### src/rtl/riscv_pkg.sv
// Shared definitions for the front end of the pipeline.
//   - Major opcodes recognised by the fetch pre-decoder.
//   - Width of the fetch-to-decode pipeline register.
//   - 2-bit bimodal counter type and its four states.
package riscv_pkg;

  localparam logic [6:0] OPC_BRANCH = 7'b1100011;
  localparam logic [6:0] OPC_JAL    = 7'b1101111;

  // {instruction[64:33], pc[32:1], pred[0]}
  localparam int FETCH_DEC_W = 65;

  typedef logic [1:0] ctr_t;

  localparam ctr_t SNT = 2'd0;  // strongly not-taken
  localparam ctr_t WNT = 2'd1;  // weakly not-taken
  localparam ctr_t WT  = 2'd2;  // weakly taken
  localparam ctr_t ST  = 2'd3;  // strongly taken

endpackage

### src/rtl/bht.sv
// Bimodal branch history table: ENTRIES saturating 2-bit counters.
// Ports:
//   clk        clock, updates on rising edge
//   rstn       asynchronous active-low reset; every counter -> WNT
//   rd_idx     lookup index (combinational read)
//   rd_pred    MSB of the addressed counter (1 = predict taken)
//   upd_en     train the counter at upd_idx this cycle
//   upd_idx    index of the counter to train
//   upd_taken  resolved outcome: 1 increments, 0 decrements
// A lookup and an update to the same index in one cycle return the
// pre-update value; the trained value is visible on the next cycle.
module bht
  import riscv_pkg::*;
#(
  parameter int ENTRIES = 64,
  localparam int IDX_W  = $clog2(ENTRIES)
) (
  input  logic             clk,
  input  logic             rstn,
  input  logic [IDX_W-1:0] rd_idx,
  output logic             rd_pred,
  input  logic             upd_en,
  input  logic [IDX_W-1:0] upd_idx,
  input  logic             upd_taken
);

  ctr_t table_q [ENTRIES];

  function automatic ctr_t sat_update(input ctr_t ctr, input logic taken);
    ctr_t res;
    res = ctr;
    if (taken) begin
      if (ctr != ST) res = ctr + 2'd1;
    end else begin
      if (ctr != SNT) res = ctr - 2'd1;
    end
    return res;
  endfunction

  assign rd_pred = table_q[rd_idx][1];

  always_ff @(posedge clk or negedge rstn) begin
    if (!rstn) begin
      for (int i = 0; i < ENTRIES; i++) table_q[i] <= WNT;
    end else if (upd_en) begin
      table_q[upd_idx] <= sat_update(table_q[upd_idx], upd_taken);
    end
  end

endmodule

### src/rtl/fetch_stage.sv
// Instruction-fetch stage feeding decode.
// Owns the PC, drives the instruction-memory address, pre-decodes the
// returned word to predict control flow (bimodal table for conditional
// branches, always-taken for JAL) and registers {inst, pc, pred} for
// decode.
// Ports:
//   clk, rstn      clock / asynchronous active-low reset
//   stall          hold PC and fetch_dec_reg
//   redirect       execute mispredict: load redirect_pc, emit a bubble
//   redirect_pc    corrected next PC
//   upd_valid      train the counter for upd_pc with upd_taken
//   upd_pc         PC of the resolved conditional branch
//   upd_taken      resolved outcome
//   imem_addr      instruction-memory address (= PC register)
//   imem_rdata     instruction at imem_addr, same cycle
//   fetch_dec_reg  {instruction[64:33], pc[32:1], pred[0]}
module fetch_stage
  import riscv_pkg::*;
#(
  parameter logic [31:0] RESET_PC    = 32'h0000_0000,
  parameter int          BHT_ENTRIES = 64,
  parameter int          BHT_BITS    = $clog2(BHT_ENTRIES)
) (
  input  logic                   clk,
  input  logic                   rstn,
  input  logic                   stall,
  input  logic                   redirect,
  input  logic [31:0]            redirect_pc,
  input  logic                   upd_valid,
  input  logic [31:0]            upd_pc,
  input  logic                   upd_taken,
  output logic [31:0]            imem_addr,
  input  logic [31:0]            imem_rdata,
  output logic [FETCH_DEC_W-1:0] fetch_dec_reg
);

  logic [31:0]        pc_p0;
  logic [6:0]         opcode_p0;
  logic signed [31:0] imm_b_p0;
  logic signed [31:0] imm_j_p0;
  logic [31:0]        tgt_b_p0;
  logic [31:0]        tgt_j_p0;
  logic               bht_pred_p0;
  logic               pred_p0;
  logic [31:0]        next_pc_p0;

  // Only the counter-index field of the training PC selects a counter;
  // the remaining bits are deliberately ignored.
  logic unused_upd_pc;
  assign unused_upd_pc = ^{upd_pc[31:BHT_BITS+2], upd_pc[1:0]};

  bht #(
    .ENTRIES (BHT_ENTRIES)
  ) u_bht (
    .clk       (clk),
    .rstn      (rstn),
    .rd_idx    (pc_p0[BHT_BITS+1:2]),
    .rd_pred   (bht_pred_p0),
    .upd_en    (upd_valid),
    .upd_idx   (upd_pc[BHT_BITS+1:2]),
    .upd_taken (upd_taken)
  );

  assign imem_addr = pc_p0;
  assign opcode_p0 = imem_rdata[6:0];

  // Stage p0: pre-decode of the word returned for the current PC.
  assign imm_b_p0 = $signed({{19{imem_rdata[31]}}, imem_rdata[31], imem_rdata[7],
                             imem_rdata[30:25], imem_rdata[11:8], 1'b0});
  assign imm_j_p0 = $signed({{11{imem_rdata[31]}}, imem_rdata[31], imem_rdata[19:12],
                             imem_rdata[20], imem_rdata[30:21], 1'b0});

  // Two's-complement add: wraps modulo 2^32, no overflow detection.
  assign tgt_b_p0 = pc_p0 + $unsigned(imm_b_p0);
  assign tgt_j_p0 = pc_p0 + $unsigned(imm_j_p0);

  always_comb begin
    pred_p0    = 1'b0;
    next_pc_p0 = pc_p0 + 32'd4;
    unique case (opcode_p0)
      OPC_BRANCH: begin
        pred_p0 = bht_pred_p0;
        if (bht_pred_p0) next_pc_p0 = tgt_b_p0;
      end
      OPC_JAL: begin
        pred_p0    = 1'b1;
        next_pc_p0 = tgt_j_p0;
      end
      default: ;
    endcase
  end

  // Stage p0 -> p1: PC update and fetch/decode register.
  // A redirect wins over stall and inserts an all-zero bubble.
  always_ff @(posedge clk or negedge rstn) begin
    if (!rstn) begin
      pc_p0         <= RESET_PC;
      fetch_dec_reg <= '0;
    end else if (redirect) begin
      pc_p0         <= redirect_pc;
      fetch_dec_reg <= '0;
    end else if (!stall) begin
      pc_p0         <= next_pc_p0;
      fetch_dec_reg <= {imem_rdata, pc_p0, pred_p0};
    end
  end

endmodule

### config.mk
export PLATFORM = sky130hd
export DESIGN_NAME = fetch_stage
export DESIGN_NICKNAME = d
export VERILOG_FILES = /design/src/rtl/riscv_pkg.sv /design/src/rtl/bht.sv /design/src/rtl/fetch_stage.sv
export SDC_FILE = /design/constraint.sdc
export NUM_CORES = 1
export LEC_CHECK = 0
export BUFFER_PORTS_ARGS = -buffer_cell sky130_fd_sc_hd__buf_2
export CAP_MARGIN = 20
export CORE_MARGIN = 3
export CORE_UTILIZATION = 62
export DETAILED_ROUTE_END_ITERATION = 16
export PLACE_DENSITY = 0.85
export SYNTH_ARGS = -nofsm -noshare
export SYNTH_HDL_FRONTEND = slang
export SYNTH_SLANG_ARGS = --single-unit
### constraint.sdc
create_clock -name clk -period 6.1 [get_ports clk]
set_input_delay 0.61 -clock clk [delete_from_list [all_inputs] [get_ports clk]]
set_output_delay 0.61 -clock clk [all_outputs]
set_load 0.02 [all_outputs]
==> results.cfg <==
[yosys]
synth_seq_area_share_pct = 38.36
ys_types = 70
synth.most_common_cell = nor2_1
ys_top_cells_by_count = 171 x nor2_1, 161 x dfrtp_1, 141 x mux2_2
yosysWarningCount = 0
syn_area_mm2 = 0.01489
yosys_register_bits = 225
synth.top_cell.area_share_pct = 27.06
synthFlopType = dfrtp_1
syn_nets = 1665
synth_edf_count = 0
synth.avg_cell_area_um2 = 9.814
synth_top_area_cell = dfrtp_1
netlist_top_cells_area = dfrtp_1 27%, dfstp_2 11%, mux2_2 11%
synthesis.instances = 1517
synthArstFlopShare_pct = 100.0

[clock_network]
cts_buffers = 25
hold_buffers = 0
root_buffer = clkbuf_16
cts_setup_buffers = 0
cts_tree = built
clk_latency_ns = 0.54
clock-sinks = 225
cts_max_level = 1
ctsResizeCount = 0
clk_pin_slew_ns = 0.06
clk_path_buf_depth = 3

[min_path]
hp-class = primary input to async pin

[power]
power.internal_mw = 3.038
irDropWorstVdd_mv = 0.2350
comb_power_share_pct = 26.9
swShare_pct = 32.64
pwr-share-clk_pct = 32.4
power.share.sequential_pct = 40.7
leakagePower_nw = 7.631
power_density_mw_per_mm2 = 272.1
power_mw = 4.510
net-switching-power_mw = 1.472

[floorplanning]
fp.dieW_um = 161.0
die_h_um = 161.0
die_area_mm2 = 0.02591
core_mm2 = 0.02354
start_util_pct = 63.24
ioPinCount = 199
placementRows = 56

[detailed_routing]
final_antenna_net_count = 0
drcViolationCount = 0
avgRoutedWirePerCell_um = 21.73
drt_iter0_drc = 1523
vias = 12943
viasPerCell = 6.550
drtPass1Iterations = 6
wl_mm = 42.95

[timing]
tightest_slew_ns = 0.9896
fin_crit_ns = 4.146
grt_setup_unrepaired = no
fmax_mhz = 241.2
setup_tns_ns = 0
fin_crit_sh_pct = 67.97
slew_headroom_pct = 33.74
drv_slew = 0
setup-violations-final = 0
final_hold_viol_count = 0
skew_ns = 0.01327

[setup_path]
worstSetupPathType = register to register
critPathLaunchType = register
cp_data_required_time_ns = 6.44
crit_arrival_ns = 4.49
cp-end-kind = register
crit_fanout = 20

[placed_design]
globalplace.congestion = 0.9524
dp_hpwl_mm = 29.13
port_buffers = 172

[global_route]
antenna_found_initial = 0
grt_pass1_vias = 12708
gr-total-overflow = 0
grt_pass1_wl_mm = 68.01
grt_max_degree = 81
gr-usage-all-layers_pct = 32.36

[finish]
drive_above_1_share_pct = 28.18
antenna_cells = 0
largest_reg_flops = 128
final_nets = 1786
fillers = 1793
area_growth_pct = 11.31

[run]
drv_cap = 0

[status]
status = finished clean
[final cells by class]
class	count	area (µm²)	share of cell area, %
flip-flops and latches	225	5712	34.47
multi-input cells	1155	8514	51.38
clock inverters	8	68.82	0.4153
inverters	44	165.2	0.9966
well taps	319	399.1	2.408
clock buffers	38	724.4	4.371
repair buffers	187	988.4	5.965
[cells in the final DEF, fill, tap and decap left out, types with 28 or more instances in the layout]
master and n:
nor2_1 171, buf_2 169, dfrtp_1 160, mux2_2 141, a21oi_1 114, mux2i_1 112
nand2_1 97, dfstp_2 64, o21ai_0 61, inv_1 44, ha_1 44, nand3_1 40
xnor2_1 38, a221oi_1 28
[worst paths after layout]
kind	startpoint	to	slack (ns)	cells past startpoint
min in group clk	redirect_pc[0]	imem_addr[0]$_DFFE_PN0P_	0.32	2
max	imem_addr[4]$_DFFE_PN0N_	imem_addr[23]$_DFFE_PN0N_	1.95	10
min	rstn	fetch_dec_reg[61]$_DFFE_PN0N_	0.07	1
max reg2reg	imem_addr[4]$_DFFE_PN0N_	imem_addr[23]$_DFFE_PN0N_	1.95	10
min reg2reg	fetch_dec_reg[10]$_DFFE_PN0N_	fetch_dec_reg[10]$_DFFE_PN0N_	0.51	2
max in group asynchronous	rstn	u_bht.table_q[41]$_DFFE_PN0P_	4.65	2
[routing by layer]
metal	GRT usage (%)	share of wire, %	vias up
met5	0	0	-
met4	11.30	3.4	0
met3	5.236	9.0	133
met2	54.28	48	693
met1	42.92	39	6315
li1	-	-	5802
[through the flow]
stage          hold WS, ns  instance area (µm²)  util, %  cells  worst slack (ns)
6_report           0.06604                16570    70.39   1976             1.954
5_1_grt             0.1138                16570    70.39   1976             1.821
4_1_cts            0.07105                16570    70.39   1976             2.038
3_5_place_dp        0.5074                15780    67.02   1930             1.819
3_3_place_gp        0.4988                15780    67.02   1930             1.902
2_1_floorplan       0.3144                14890        -   1517             2.640
[critical path: stages, from the launching register on]
cell and delay (ns):
dfrtp_1 0.87, ha_1 0.42, o21ai_0 0.25, o21ai_0 0.19, a2111oi_0 0.45, o21ai_1 0.26
a31oi_1 0.48, o21ai_0 0.24, a221o_1 0.40, a221oi_1 0.31, a221oi_1 0.10
[cells by family after synthesis]
| kind of cell | after synthesis | synth area share (%) |
|---|---|---|
| DFF | 225 | 38.36 |
| AOI/OAI and AO/OA | 344 | 14.97 |
| muxes | 272 | 20.91 |
| adders and majority gates | 48 | 4.152 |
| and+or+nand+nor | 430 | 13.45 |
| buffers and inverters | 137 | 4.580 |
| xor gates and xnor gates | 61 | 3.589 |
[power groups by stage]
stage	Combinational, mW	Clock [mW]	Sequential, mW
finish	1.21	1.46	1.84
global route	1.32	1.54	1.85
CTS	1.20	1.48	1.83
detailed placement	1.19	0	1.85
global placement	1.16	0	1.84
floorplan	0.845	0	1.86
No activity file was read; power rests on OpenSTA's default activity.
